--- src/rtl/addsub_pkg.sv ---
// Shared types and helpers for the chunked adder/subtractor.
package addsub_pkg;

  typedef enum logic [1:0] {
    IDLE = 2'd0,
    RUN  = 2'd1,
    DONE = 2'd2
  } addsub_state_t;

  typedef struct packed {
    logic n;
    logic z;
    logic c;
    logic v;
  } nzcv_t;

  function automatic int unsigned nchunk(input int unsigned width, input int unsigned chunk);
    return width / chunk;
  endfunction

endpackage

--- src/rtl/addsub_chunk.sv ---
// Combinational W-bit ripple-carry adder slice; also exposes the carry into the MSB.
module addsub_chunk #(
  parameter int unsigned W = 16
) (
  input  logic [W-1:0] a,
  input  logic [W-1:0] b,
  input  logic         cin,
  output logic [W-1:0] s,
  output logic         cout,
  output logic         c_into_msb
);

  always_comb begin
    logic [W:0] c;
    c    = '0;
    s    = '0;
    c[0] = cin;
    for (int unsigned i = 0; i < W; i++) begin
      s[i]   = a[i] ^ b[i] ^ c[i];
      c[i+1] = (a[i] & b[i]) | (a[i] & c[i]) | (b[i] & c[i]);
    end
    cout       = c[W];
    c_into_msb = c[W-1];
  end

endmodule

--- src/rtl/chunked_add_sub.sv ---
// Multi-cycle adder/subtractor: CHUNK bits per clock, carry registered between chunks,
// NZCV flags, valid/ready on both sides with one operation in flight.
module chunked_add_sub
  import addsub_pkg::*;
#(
  parameter int unsigned WIDTH = 64,
  parameter int unsigned CHUNK = 16
) (
  input  logic             clk,
  input  logic             reset,
  input  logic             in_valid,
  output logic             in_ready,
  input  logic [WIDTH-1:0] a,
  input  logic [WIDTH-1:0] b,
  input  logic             sub,
  input  logic             cin,
  output logic             out_valid,
  input  logic             out_ready,
  output logic [WIDTH-1:0] s,
  output logic [3:0]       flags
);

  localparam int unsigned NCHUNK = nchunk(WIDTH, CHUNK);
  localparam int unsigned CW     = (NCHUNK > 1) ? $clog2(NCHUNK) : 1;
  localparam logic [CW-1:0] LAST = CW'(NCHUNK - 1);

  if ((WIDTH % CHUNK) != 0) begin : g_bad_chunk
    $error("chunked_add_sub: WIDTH must be a multiple of CHUNK");
  end

  addsub_state_t    state_q, state_d;
  logic [CW-1:0]    cnt_q, cnt_d;
  logic [WIDTH-1:0] a_q, a_d;
  logic [WIDTH-1:0] bi_q, bi_d;
  logic             carry_q, carry_d;
  logic [WIDTH-1:0] s_q, s_d;
  nzcv_t            flags_q, flags_d;
  logic             out_valid_q, out_valid_d;
  logic             in_ready_q, in_ready_d;

  logic [CHUNK-1:0] a_ch, b_ch, sum_ch;
  logic             cout_ch, cmsb_ch;

  addsub_chunk #(.W(CHUNK)) u_chunk (
    .a          (a_ch),
    .b          (b_ch),
    .cin        (carry_q),
    .s          (sum_ch),
    .cout       (cout_ch),
    .c_into_msb (cmsb_ch)
  );

  // Operand chunk selected by the counter; out-of-range counts select zero.
  always_comb begin
    a_ch = '0;
    b_ch = '0;
    for (int unsigned k = 0; k < NCHUNK; k++) begin
      if (cnt_q == CW'(k)) begin
        a_ch = a_q[k*CHUNK +: CHUNK];
        b_ch = bi_q[k*CHUNK +: CHUNK];
      end
    end
  end

  always_comb begin
    state_d     = state_q;
    cnt_d       = cnt_q;
    a_d         = a_q;
    bi_d        = bi_q;
    carry_d     = carry_q;
    s_d         = s_q;
    flags_d     = flags_q;
    out_valid_d = out_valid_q;

    unique case (state_q)
      IDLE: begin
        if (in_valid && in_ready_q) begin
          a_d     = a;
          bi_d    = b ^ {WIDTH{sub}};
          carry_d = cin;
          cnt_d   = '0;
          state_d = RUN;
        end
      end
      RUN: begin
        for (int unsigned k = 0; k < NCHUNK; k++) begin
          if (cnt_q == CW'(k)) s_d[k*CHUNK +: CHUNK] = sum_ch;
        end
        carry_d = cout_ch;
        if (cnt_q == LAST) begin
          cnt_d       = '0;
          state_d     = DONE;
          out_valid_d = 1'b1;
          // Overflow is the carry into the MSB differing from the carry out of it.
          flags_d.n   = s_d[WIDTH-1];
          flags_d.z   = (s_d == '0);
          flags_d.c   = cout_ch;
          flags_d.v   = cout_ch ^ cmsb_ch;
        end else begin
          cnt_d = cnt_q + CW'(1);
        end
      end
      DONE: begin
        if (out_ready) begin
          state_d     = IDLE;
          out_valid_d = 1'b0;
        end
      end
      default: begin
        state_d     = IDLE;
        cnt_d       = '0;
        out_valid_d = 1'b0;
      end
    endcase

    in_ready_d = (state_d == IDLE);
  end

  always_ff @(posedge clk) begin
    if (reset) begin
      state_q     <= IDLE;
      cnt_q       <= '0;
      a_q         <= '0;
      bi_q        <= '0;
      carry_q     <= 1'b0;
      s_q         <= '0;
      flags_q     <= '0;
      out_valid_q <= 1'b0;
      in_ready_q  <= 1'b0;
    end else begin
      state_q     <= state_d;
      cnt_q       <= cnt_d;
      a_q         <= a_d;
      bi_q        <= bi_d;
      carry_q     <= carry_d;
      s_q         <= s_d;
      flags_q     <= flags_d;
      out_valid_q <= out_valid_d;
      in_ready_q  <= in_ready_d;
    end
  end

  assign in_ready  = in_ready_q;
  assign out_valid = out_valid_q;
  assign s         = s_q;
  assign flags     = flags_q;

endmodule

--- config.mk ---
export PLATFORM = sky130hd
export DESIGN_NAME = chunked_add_sub
export DESIGN_NICKNAME = d
export VERILOG_FILES = /design/src/rtl/addsub_pkg.sv /design/src/rtl/addsub_chunk.sv /design/src/rtl/chunked_add_sub.sv
export SDC_FILE = /design/constraint.sdc
export NUM_CORES = 1
export LEC_CHECK = 0
export CELL_PAD_IN_SITES_DETAIL_PLACEMENT = 1
export CELL_PAD_IN_SITES_GLOBAL_PLACEMENT = 2
export CORE_ASPECT_RATIO = 0.5
export CORE_MARGIN = 2
export CORE_UTILIZATION = 29
export DETAILED_ROUTE_END_ITERATION = 6
export PLACE_DENSITY_LB_ADDON = 0.1
export SLEW_MARGIN = 20
export SYNTH_ARGS = -nofsm -noshare
export SYNTH_HDL_FRONTEND = slang
export SYNTH_SLANG_ARGS = --single-unit
--- constraint.sdc ---
create_clock -name clk -period 11.3 [get_ports clk]
set_clock_uncertainty 0.2 [all_clocks]
set_input_delay 1.695 -clock clk [delete_from_list [all_inputs] [get_ports clk]]
set_output_delay 1.695 -clock clk [all_outputs]
set_load 0.02 [all_outputs]
* Yosys cells after proc, flatten, opt, wreduce, memory -nomap -nowiden
Cells that the tools add are included.
** Word-level totals
- Bits of input ports :: 134
- Output and inout bits :: 70
- Word-level logic and storage cells :: 176
- Register bits after elaboration :: 203
- Bits in writable memories :: 0
- ROM bits :: 0
- Latch bits :: 0
- Memories kept :: 0
** Cells by class
- Shift-type cells :: 0
- Multipliers :: 0
- Multiplexer cells :: 28
- Divide/modulo/power cells :: 0
- Add/subtract/negate cells :: 1
- Bitwise gates (word level) :: 116
- Equality and inequality tests :: 8
- Reduce and logical (&&, ||, !) cells :: 11
- Magnitude comparators :: 0
** Operators with widths (number)
- 16-bit two-way mux :: 16
- 64-bit logical NOT :: 1
- 64-bit bitwise XOR :: 1
- 1-bit AND :: 48
- 1-bit bitwise XOR :: 33
- 1-bit bitwise OR :: 32
- 2-bit case mux with 3 select lines :: 2
- 2-bit two-way mux :: 5
- 2-bit AND reduction :: 4
- 2-bit == test (second input constant) :: 3
- 2-bit logical NOT :: 3
- 2-bit inequality test (second input constant) :: 3
- 2-bit by 1-bit == test with 1-bit output (second input constant) :: 2
- 1-bit two-way mux :: 3
- 1-bit case mux with 3 select lines :: 1
- 3-bit AND reduction :: 1
- 2-bit by 1-bit adder with 2-bit output (second input constant) :: 1
- 1-bit NOT :: 2
- 1-bit case mux with 2 select lines :: 1
- 2-bit nonzero test :: 1
- 1-bit logical AND :: 1

* Longest topological paths before layout
Gate-level depths: netlist (run 1).
- Depth in word-level cells :: 54
- Depth in mapped cells :: 32
- Depth with buffers taken out :: 30

* Hierarchy
A second synthesis (run 1) with hierarchy kept.
** Unflattened totals
- Cell total of the unflattened synthesis :: 1234
- Area total of the unflattened synthesis :: 9500.4 um2
** Modules (own cells, without submodules)
- chunked_add_sub :: seq. area each 4063.9 um2, times used 1, area an instance 9142.5 um2, cells each 1208
- addsub_chunk :: seq. area each 0.0 um2, times used 1, area an instance 357.8 um2, cells each 26

* Least setup slack after synthesis (run 1)
No wires, ideal clock.
- Path kind :: register to register
- Start :: register cnt_q[0]
- End :: register flags_q (netlist bit flags[2])
- Stages on the path, launching flop included :: 33
- Path buffers :: 2
- Slack :: 1.669 ns
- Data required time :: 10.983 ns
- Clock period less this slack :: 9.631 ns
- Data arrival time :: 9.314 ns
- Setup time :: 0.117 ns
- Cell sequence :: dfxtp_1 -> inv_1 -> ha_1 -> buf_2 -> clkbuf_1 -> nand3b_1 -> a21oi_1 -> a21oi_1 -> nor2_1 -> a21oi_1 -> fa_1 -> inv_1 -> fa_1 -> fa_1 -> fa_1 -> fa_1 -> fa_1 -> fa_1 -> fa_1 -> fa_1 -> fa_1 -> fa_1 -> fa_1 -> fa_1 -> fa_1 -> fa_1 -> inv_1 -> fa_1 -> and4bb_1 -> nand4_1 -> a22o_1 -> nor4_2 -> a32o_2
** On the way
- Word-level cells in the longest chain between the ends :: 54
- Elaborated cells between the ends (all ways) :: 129
- Classes of those cells :: 3 x eq/ne; 16 x mux; 107 x bitwise; 3 x reduce/logical
** RTL lines
- start: declaration :: line chunked_add_sub.sv:32 : logic [CW-1:0] cnt_q, cnt_d;
- start signal: assignment :: line chunked_add_sub.sv:132 : cnt_q <= cnt_d;
- 2-bit logical NOT :: line chunked_add_sub.sv:58, chunked_add_sub.sv:87
- 16-bit two-way mux (4 in a row) :: line chunked_add_sub.sv:58 : if (cnt_q == CW'(k)) begin
- 1-bit AND :: line addsub_chunk.sv:20 : c[i+1] = (a[i] & b[i]) | (a[i] & c[i]) | (b[i] & c[i]);
- 1-bit bitwise OR (2 in a row) :: line addsub_chunk.sv:20
- 1-bit AND :: line addsub_chunk.sv:20
- 1-bit bitwise OR (2 in a row) :: line addsub_chunk.sv:20
- 1-bit AND :: line addsub_chunk.sv:20
- 1-bit bitwise OR (2 in a row) :: line addsub_chunk.sv:20
- [30 not listed]
- 1-bit AND :: line addsub_chunk.sv:20
- 1-bit bitwise OR (2 in a row) :: line addsub_chunk.sv:20
- 1-bit AND :: line addsub_chunk.sv:20
- 1-bit bitwise OR (2 in a row) :: line addsub_chunk.sv:20
- 1-bit bitwise XOR :: line addsub_chunk.sv:19 : s[i] = a[i] ^ b[i] ^ c[i];
- 16-bit two-way mux :: line chunked_add_sub.sv:87 : if (cnt_q == CW'(k)) s_d[k*CHUNK +: CHUNK] = sum_ch;
- 16-bit two-way mux :: line chunked_add_sub.sv:75 : unique case (state_q)
- 64-bit logical NOT :: line chunked_add_sub.sv:96 : flags_d.z = (s_d == '0);
- end signal: assignment :: line chunked_add_sub.sv:137 : flags_q <= flags_d;
- end: declaration :: line chunked_add_sub.sv:37 : nzcv_t flags_q, flags_d;
Several ways; a longest one is shown, not always the timed one. The select of a mux whose other input is x is not followed.
A chain may end at the register's enable or synchronous reset.

* Worst setup path after layout (run 1)
Ends and elaborated chain as after synthesis.

==> results of run 1 <==
==> worst reg2reg max path, delay by kind of cell (launching register included) <==
| kind | cells | cell delay [ps] |
|---|---|---|
| AOI/OAI and AO/OA | 5 | 800 |
| DFF | 1 | 410 |
| adders and majority gates | 17 | 7750 |
| and+or+nand+nor | 5 | 660 |
| buffers and inverters | 3 | 480 |
==> cells in the mapped netlist <==
cell and n:
inv_2 2, mux2_2 1, ha_1 4, a31oi_1 2, a2111oi_0 1, nor2_2 1
a221oi_1 1, inv_1 6, nor4b_2 1, and4bb_2 1, nor2_1 91, a21oi_1 195
o21a_1 2, a211oi_1 72, buf_6 1, a22o_1 1, fa_1 16, nor3_1 8
nand3_1 33, a211o_1 1, buf_1 9, clkbuf_1 50, nor4_2 2, dfxtp_1 203
o21ai_0 19, a32o_2 1, and4bb_1 1, xnor2_1 65, a32oi_1 1, nor2b_1 1
nand4b_1 1, nand3b_1 4, o21ai_1 10, a22oi_1 1, nand2_1 309, nor4_1 11
o221ai_1 1, nand3b_4 1, mux2i_1 1, buf_4 3, and2_1 3, buf_2 35
nand4_1 3, nand2b_1 4, nor3_4 1
==> state kept, by name, summed over array words and instances (netlist names) <==
name	count
carry_q	1
cnt_q	2
a_q	64
s	64
bi_q	64
out_valid	1
state_q	2
flags	4
in_ready	1
==> cell usage in the layout, fill, tap and decap left out, types with 3 or more instances in the layout <==
cell type,count
nand4_1,3
o21ai_1,10
dfxtp_1,203
and2_1,3
nor4_1,11
clkbuf_1,4
nor2_1,91
a21oi_1,195
nand3b_1,4
nand2_1,309
nand2b_1,3
nand3_1,33
clkinv_2,4
clkbuf_16,21
a211oi_1,72
xnor2_1,65
o21ai_0,19
fa_1,16
buf_4,12
nor3_1,8
inv_1,6
clkdlybuf4s50_1,201
bufinv_16,4
clkbuf_8,4
==> final timing paths <==
check / to / slack (ps) / cells past startpoint
worst max-delay path: flags[2] / 910 / 30
worst min-delay path: a_q[39] / 260 / 2
worst max register to register: flags[2] / 910 / 30
worst min register to register: a_q[39] / 260 / 2
==> per-stage QoR <==
step	util (%)	hold WS, ps	cell area [sq um]	instances
2_1_floorplan	-	236	9240	1180
3_3_place_gp	36.4	248	11500	1728
3_5_place_dp	36.4	250	11500	1728
4_1_cts	38.7	259	12200	1765
5_1_grt	38.8	282	12200	1766
6_report	38.8	258	12200	1766
==> cell families after synthesis <==
| family | count (synthesis) | share of synthesized area (%) |
|---|---|---|
| multiplexers | 2 | 0.230 |
| flip-flops | 203 | 44.0 |
| XOR/XNOR | 65 | 6.16 |
| AO/OA/AOI/OAI | 308 | 19.1 |
| adder cells (fa/ha/maj) | 20 | 4.01 |
| buffers and inverters | 106 | 4.99 |
| AND/OR/NAND/NOR | 476 | 21.6 |
==> metal layers <==
layer | global-route usage, % | wire length, um
met2 | 32.5 | 15000
met1 | 27.2 | 16400
met5 | 0 | 0
met4 | 3.52 | 502
met3 | 3.01 | 1210
==> power by group through the flow <==
| stage | Combinational, mW | Sequential [mW] | Clock [mW] |
|---|---|---|---|
| 5_1_grt | 0.332 | 0.779 | 0.806 |
| 6_report | 0.304 | 0.775 | 0.758 |
| 3_5_place_dp | 0.303 | 0.791 | 0 |
| 4_1_cts | 0.304 | 0.775 | 0.778 |
| 3_3_place_gp | 0.298 | 0.791 | 0 |
| 2_1_floorplan | 0.175 | 0.785 | 0 |
==> final cells by class <==
| type | instances | area (sq um) | area share (%) |
|---|---|---|---|
| well taps | 432 | 541 | 4.42 |
| flip-flops and latches | 203 | 4060 | 33.2 |
| repair buffers | 215 | 2130 | 17.4 |
| multi-input cells | 871 | 4720 | 38.6 |
| clock buffers | 29 | 596 | 4.87 |
| inverters | 8 | 30.0 | 0.246 |
| clock inverters | 8 | 140 | 1.15 |
==> implementation parameters, run 1 <==
Parameter                              Value

Outcome
  Result of the run    finished, final reports clean

Pwr
  Share of total power consumed by net switching    27.2%
  Power per Cell Area    150 nW/um^2
  Sequential Power Share    42.2%
  Leakage power figure    4.04 nW
  Clk network pwr share    41.3%
  Worst voltage drop across the vdd grid    0.0000660 V
  Power consumption    1.84 mW
  Internal power of the cells    1.34 mW
  Switching power of the nets    0.500 mW
  Relative contribution of combinational cells to total power    16.5%

Global routing
  Number of global-route vias before repair    8,721
  Maximum number of pins on one net before global-route repair    101
  Initial antenna violation count    0
  Total routing usage reported by global routing    19.5%
  Wire length of the first global-routing pass    50,300 um
  GR Overflow Total    0

Drt
  DR vias/cell    4.87
  Total DRC errors in the routed layout    0
  Total routed wirelength    33,100 um
  Count of routing violations after the opening detailed-route iteration    459
  Wire length per cell after detailed routing    18.8 um
  Overall via count from detail_route    8,608
  1st-pass router iterations    7
  Remaining antenna violation count    0

Critical path
  Worst EP arrival    10,600 ps
  Largest delay share family, worst path    adder cells
  Critical path startpoint category    register
  Cell seen most often among critical-path stages    fa_1
  Launching point of the worst reg2reg path    cnt_q[0]
  Start point of the critical path    cnt_q[0]
  Buffers & Inverters on Critical Path    3
  Worst path slowest cell    ha_1
  Peak fanout along the critical path    19
  Startpoint-to-endpoint class of the critical path    register to register
  Crit path largest cell delay    500 ps
  Kind of end point of the critical path    register
  Data required time of the critical path    11,510 ps

Logic synthesis
  Register area share after synthesis    44.0%
  Largest area contributor in the netlist    dfxtp_1
  Syn Inst Count    1,180
  Main area contributors after synthesis    dfxtp_1 44%, nand2_1 13%, a21oi_1 11%, xnor2_1 6.2%, a211oi_1 5.9%
  Yosys cell types    45
  Yosys warning total    0
  Synthesized net count    1,334
  Synthesized area    9240 sq um
  Post-synthesis average cell area    7.83 sq um
  Count of state elements after synthesis    203
  Top-area cell type share of the netlist area    44.0%

Clock network
  CTS Buf Count    21
  Clock Path Buffers    3
  Master cell of the clock root buffer    clkbuf_16
  Buffers inserted by post-CTS timing repair    0
  Clk sinks    203
  Clock tree from TritonCTS    yes
  Clock transition at the registers of the reported paths    70 ps
  Resized cells post-CTS    0
  Number of buffers inserted by hold repair at cts    0
  Deepest level of the CTS H-tree    1
  Insertion delay of the later-clocked pin in the worst-skew pair    510 ps

Run
  Reported max-cap violation count    0

Worst hold path
  Hold Crit Start    a_q[39]
  Class of the most critical hold timing path    register to register

Final layout
  Share of layout cells above drive strength 1    4.57%
  P&R area growth vs syn    32.4%
  Number of fill cells    3,766
  Net count, final    1,474
  Count of inserted antenna diode cells    0

Floorplanning
  Cell Rows    46
  Core Footprint    31,500 sq um
  Area enclosed by the die boundary    33,400 sq um
  Die height    130 um
  Initial cell density of the core    29.3%
  Die boundary width    256 um
  IO Pins    204

Timing
  Number of max-slew violations in the final report    0
  Final total negative setup slack    0 ps
  Final hold violation count    0
  Slew at the pin with the worst max-slew slack    1070 ps
  Max Clock Freq    96.2 MHz
  Time the worst path needs with I/O delays and setup    10,390 ps
  Final period utilization    91.9%
  RSZ-0062 raised after global routing    no
  Slew margin rel.    28.3%
  Final setup slack of the worst path    910 ps
  Final number of setup-violating endpoints    0

Place
  Worst Setup Slack post-DPL    896 ps
  Post-DP HPWL    24,600 um
  Number of buffers inserted by port buffering    203
  Weighted congestion reported at the end of routability-driven placement    0.840
Power figures use the tool's default switching activity.
==> inputs of run 2 (changes only) <==
Clock period 11.3 ns to 9.8 ns, I/O delays scaled along.
==> run 2 against run 1 <==
Power up 8.1%. Utilization down 0.23 points. Worst hold slack worse by 1.2 ps. Clock-buffer cell count down 2. Sequential power up 15%. Final area down 0.60%. Wire length about the same. Highest routed layer unchanged.
==> implementation parameters, run 2 (synthesized netlist as in run 1, its figures left out) <==
Parameter                              Value

Outcome
  Result of the run    finished, final reports clean

Worst hold path
  Worst Hold Path EP    s[58]
  Hold Crit Start    s[58]
  Depth of the worst hold-timing path    2 (unchanged)
  Class of the most critical hold timing path    register to register

Drt
  Total DRC errors in the routed layout    0 (unchanged)
  Wire length per cell after detailed routing    18.7 um (-0.18%)
  Count of routing violations after the opening detailed-route iteration    447 (-2.6%)
  1st-pass router iterations    5 (-2)
  Overall via count from detail_route    8,551 (-0.66%)
  Total routed wirelength    33,100 um (about the same)
  Remaining antenna violation count    0 (unchanged)
  DR vias/cell    4.84 (-0.77%)

Critical path
  Critical path startpoint category    register
  Peak fanout along the critical path    5 (-14)
  Cell seen most often among critical-path stages    fa_1
  Kind of end point of the critical path    register
  Reg2reg path depth    30 (unchanged)
  Crit path largest cell delay    480 ps (-20 ps)
  Worst EP arrival    9600 ps (-1000 ps)
  Worst path slowest cell    fa_1
  Launching point of the worst reg2reg path    cnt_q[0]
  Data required time of the critical path    10,000 ps (-1510 ps)
  Startpoint-to-endpoint class of the critical path    register to register
  Worst R2R Setup Slack    400 ps (-510 ps)
  Capture point of the worst reg-to-reg path    flags[2]

Global routing
  Wire length of the first global-routing pass    50,300 um (-0.14%)
  Number of global-route vias before repair    8,604 (-1.3%)
  Total routing usage reported by global routing    19.5% (-0.063 points)
  Maximum number of pins on one net before global-route repair    135 (+34%)
  Initial antenna violation count    0 (unchanged)
  GR Overflow Total    0 (unchanged)

Floorplanning
  Initial cell density of the core    29.3% (unchanged)
  Die boundary width    256 um (unchanged)
  IO Pins    204 (unchanged)
  Cell Rows    46 (unchanged)
  Core Footprint    31,500 sq um (unchanged)
  Area enclosed by the die boundary    33,400 sq um (unchanged)
  Die height    130 um (unchanged)

Timing
  Final hold violation count    0 (unchanged)
  Final period utilization    95.9% (+4.0 points)
  Max Clock Freq    106 MHz (+11%)
  Final total negative setup slack    0 ps (unchanged)
  Slew at the pin with the worst max-slew slack    1060 ps (-15.2 ps)
  Number of max-slew violations in the final report    0 (unchanged)
  Slew margin rel.    29.5% (+1.2 points)
  Worst Hold Slack    256 ps (-1.25 ps)
  RSZ-0062 raised after global routing    no
  Final number of setup-violating endpoints    0 (unchanged)
  Time the worst path needs with I/O delays and setup    9400 ps (-990 ps)

Final layout
  Final cell count without fillers    1,768 (+0.11%)
  Net count, final    1,481 (+0.47%)
  Share of layout cells above drive strength 1    5.46% (+0.89 points)
  Commonest non-fill, non-tap cells in the layout    309 x nand2_1, 201 x dfxtp_1, 201 x clkdlybuf4s50_1
  Commonest non-fill, non-tap cell in the layout    nand2_1
  Count of inserted antenna diode cells    0 (unchanged)
  P&R area growth vs syn    31.6%
  Finished Cell Area    12,200 sq um (-0.60%)

Place
  Number of buffers inserted by port buffering    203 (unchanged)
  Weighted congestion reported at the end of routability-driven placement    0.849 (+1.1%)
  Placed cell count    1,735 (+0.41%)
  Post-DP HPWL    24,300 um (-1.3%)
  Post-place instance area    11,500 sq um (+0.46%)

Pwr
  Worst voltage drop across the vdd grid    0.0000939 V (+42%)
  Power per Cell Area    163 nW/um^2 (+8.8%)
  Leakage power figure    3.99 nW (-1.3%)

Clock network
  Clk sinks    203 (unchanged)
  CTS Buf Count    21 (unchanged)
  Insertion delay of the later-clocked pin in the worst-skew pair    510 ps (about the same)
  Master cell of the clock root buffer    clkbuf_16
  Clock transition at the registers of the reported paths    60 ps (about the same)
  Clock Path Buffers    3 (unchanged)
  Clock tree from TritonCTS    yes
  Deepest level of the CTS H-tree    1 (unchanged)

Run
  Reported max-cap violation count    0 (unchanged)
[run 2: through the flow]
stage / util (%) / setup slack, ps / total power [mW]
after floorplan: - / 169 / 1.11
after global placement: 36.5 / 149 / 1.26
after detailed placement: 36.5 / -94.6 / 1.27
after CTS: 38.4 / 54.1 / 2.00
after global routing: 38.5 / 22.3 / 2.08
final: 38.5 / 400 / 1.99
[run 2: worst max-delay path by stage]
stage / from / endpoint
after floorplan: cnt_q[0] / flags[2]
after global placement: cnt_q[0] / flags[2]
after detailed placement: cnt_q[1] / flags[2]
after CTS: cnt_q[1] / flags[2]
after global routing: cnt_q[0] / flags[2]
final: cnt_q[0] / flags[2]
[run 2: metal layers]
metal	wire, um	vias to the layer above	part of all wire (%)	GRT usage, %
met3	1200	35	3.6	2.86
li1	-	4254	-	-
met5	0	-	0	0
met4	518	0	1.6	3.45
met1	16200	4106	49	27.0
met2	15200	156	46	32.7
[run 2: timing repair]
action                                 in CTS  in global routing
endpoints found under the hold margin       0                  0
setup endpoints to repair                   1                  1
gates resized for setup                     5                  7
cloned                                      0                  0
hold buffers                                0                  0
setup buffers                               0                  1
[run 2: critical path, delay by kind of cell (launching register included)]
| family | cells | cell delay (ps) |
|---|---|---|
| buf+inv | 3 | 230 |
| simple gates | 5 | 560 |
| flops | 1 | 380 |
| compound gates | 5 | 760 |
| fa+ha+maj | 17 | 7150 |
[run 2: final cells by class]
cell class	count	area, sq um
clock buffer	27	558
tap	432	541
timing repair buffer	222	2170
clock inverter	5	25.0
fill	3777	19400
inverter	8	30.0
multi-input combinational	871	4760
sequential	203	4070
[run 2: report_power, final]
part	total, mW	leakage, nW	switching [mW]	internal, mW
logic	0.361	2.04	0.209	0.152
clock network	0.732	0.291	0.334	0.398
registers	0.892	1.65	0.0264	0.866
total	1.99	3.99	0.570	1.42
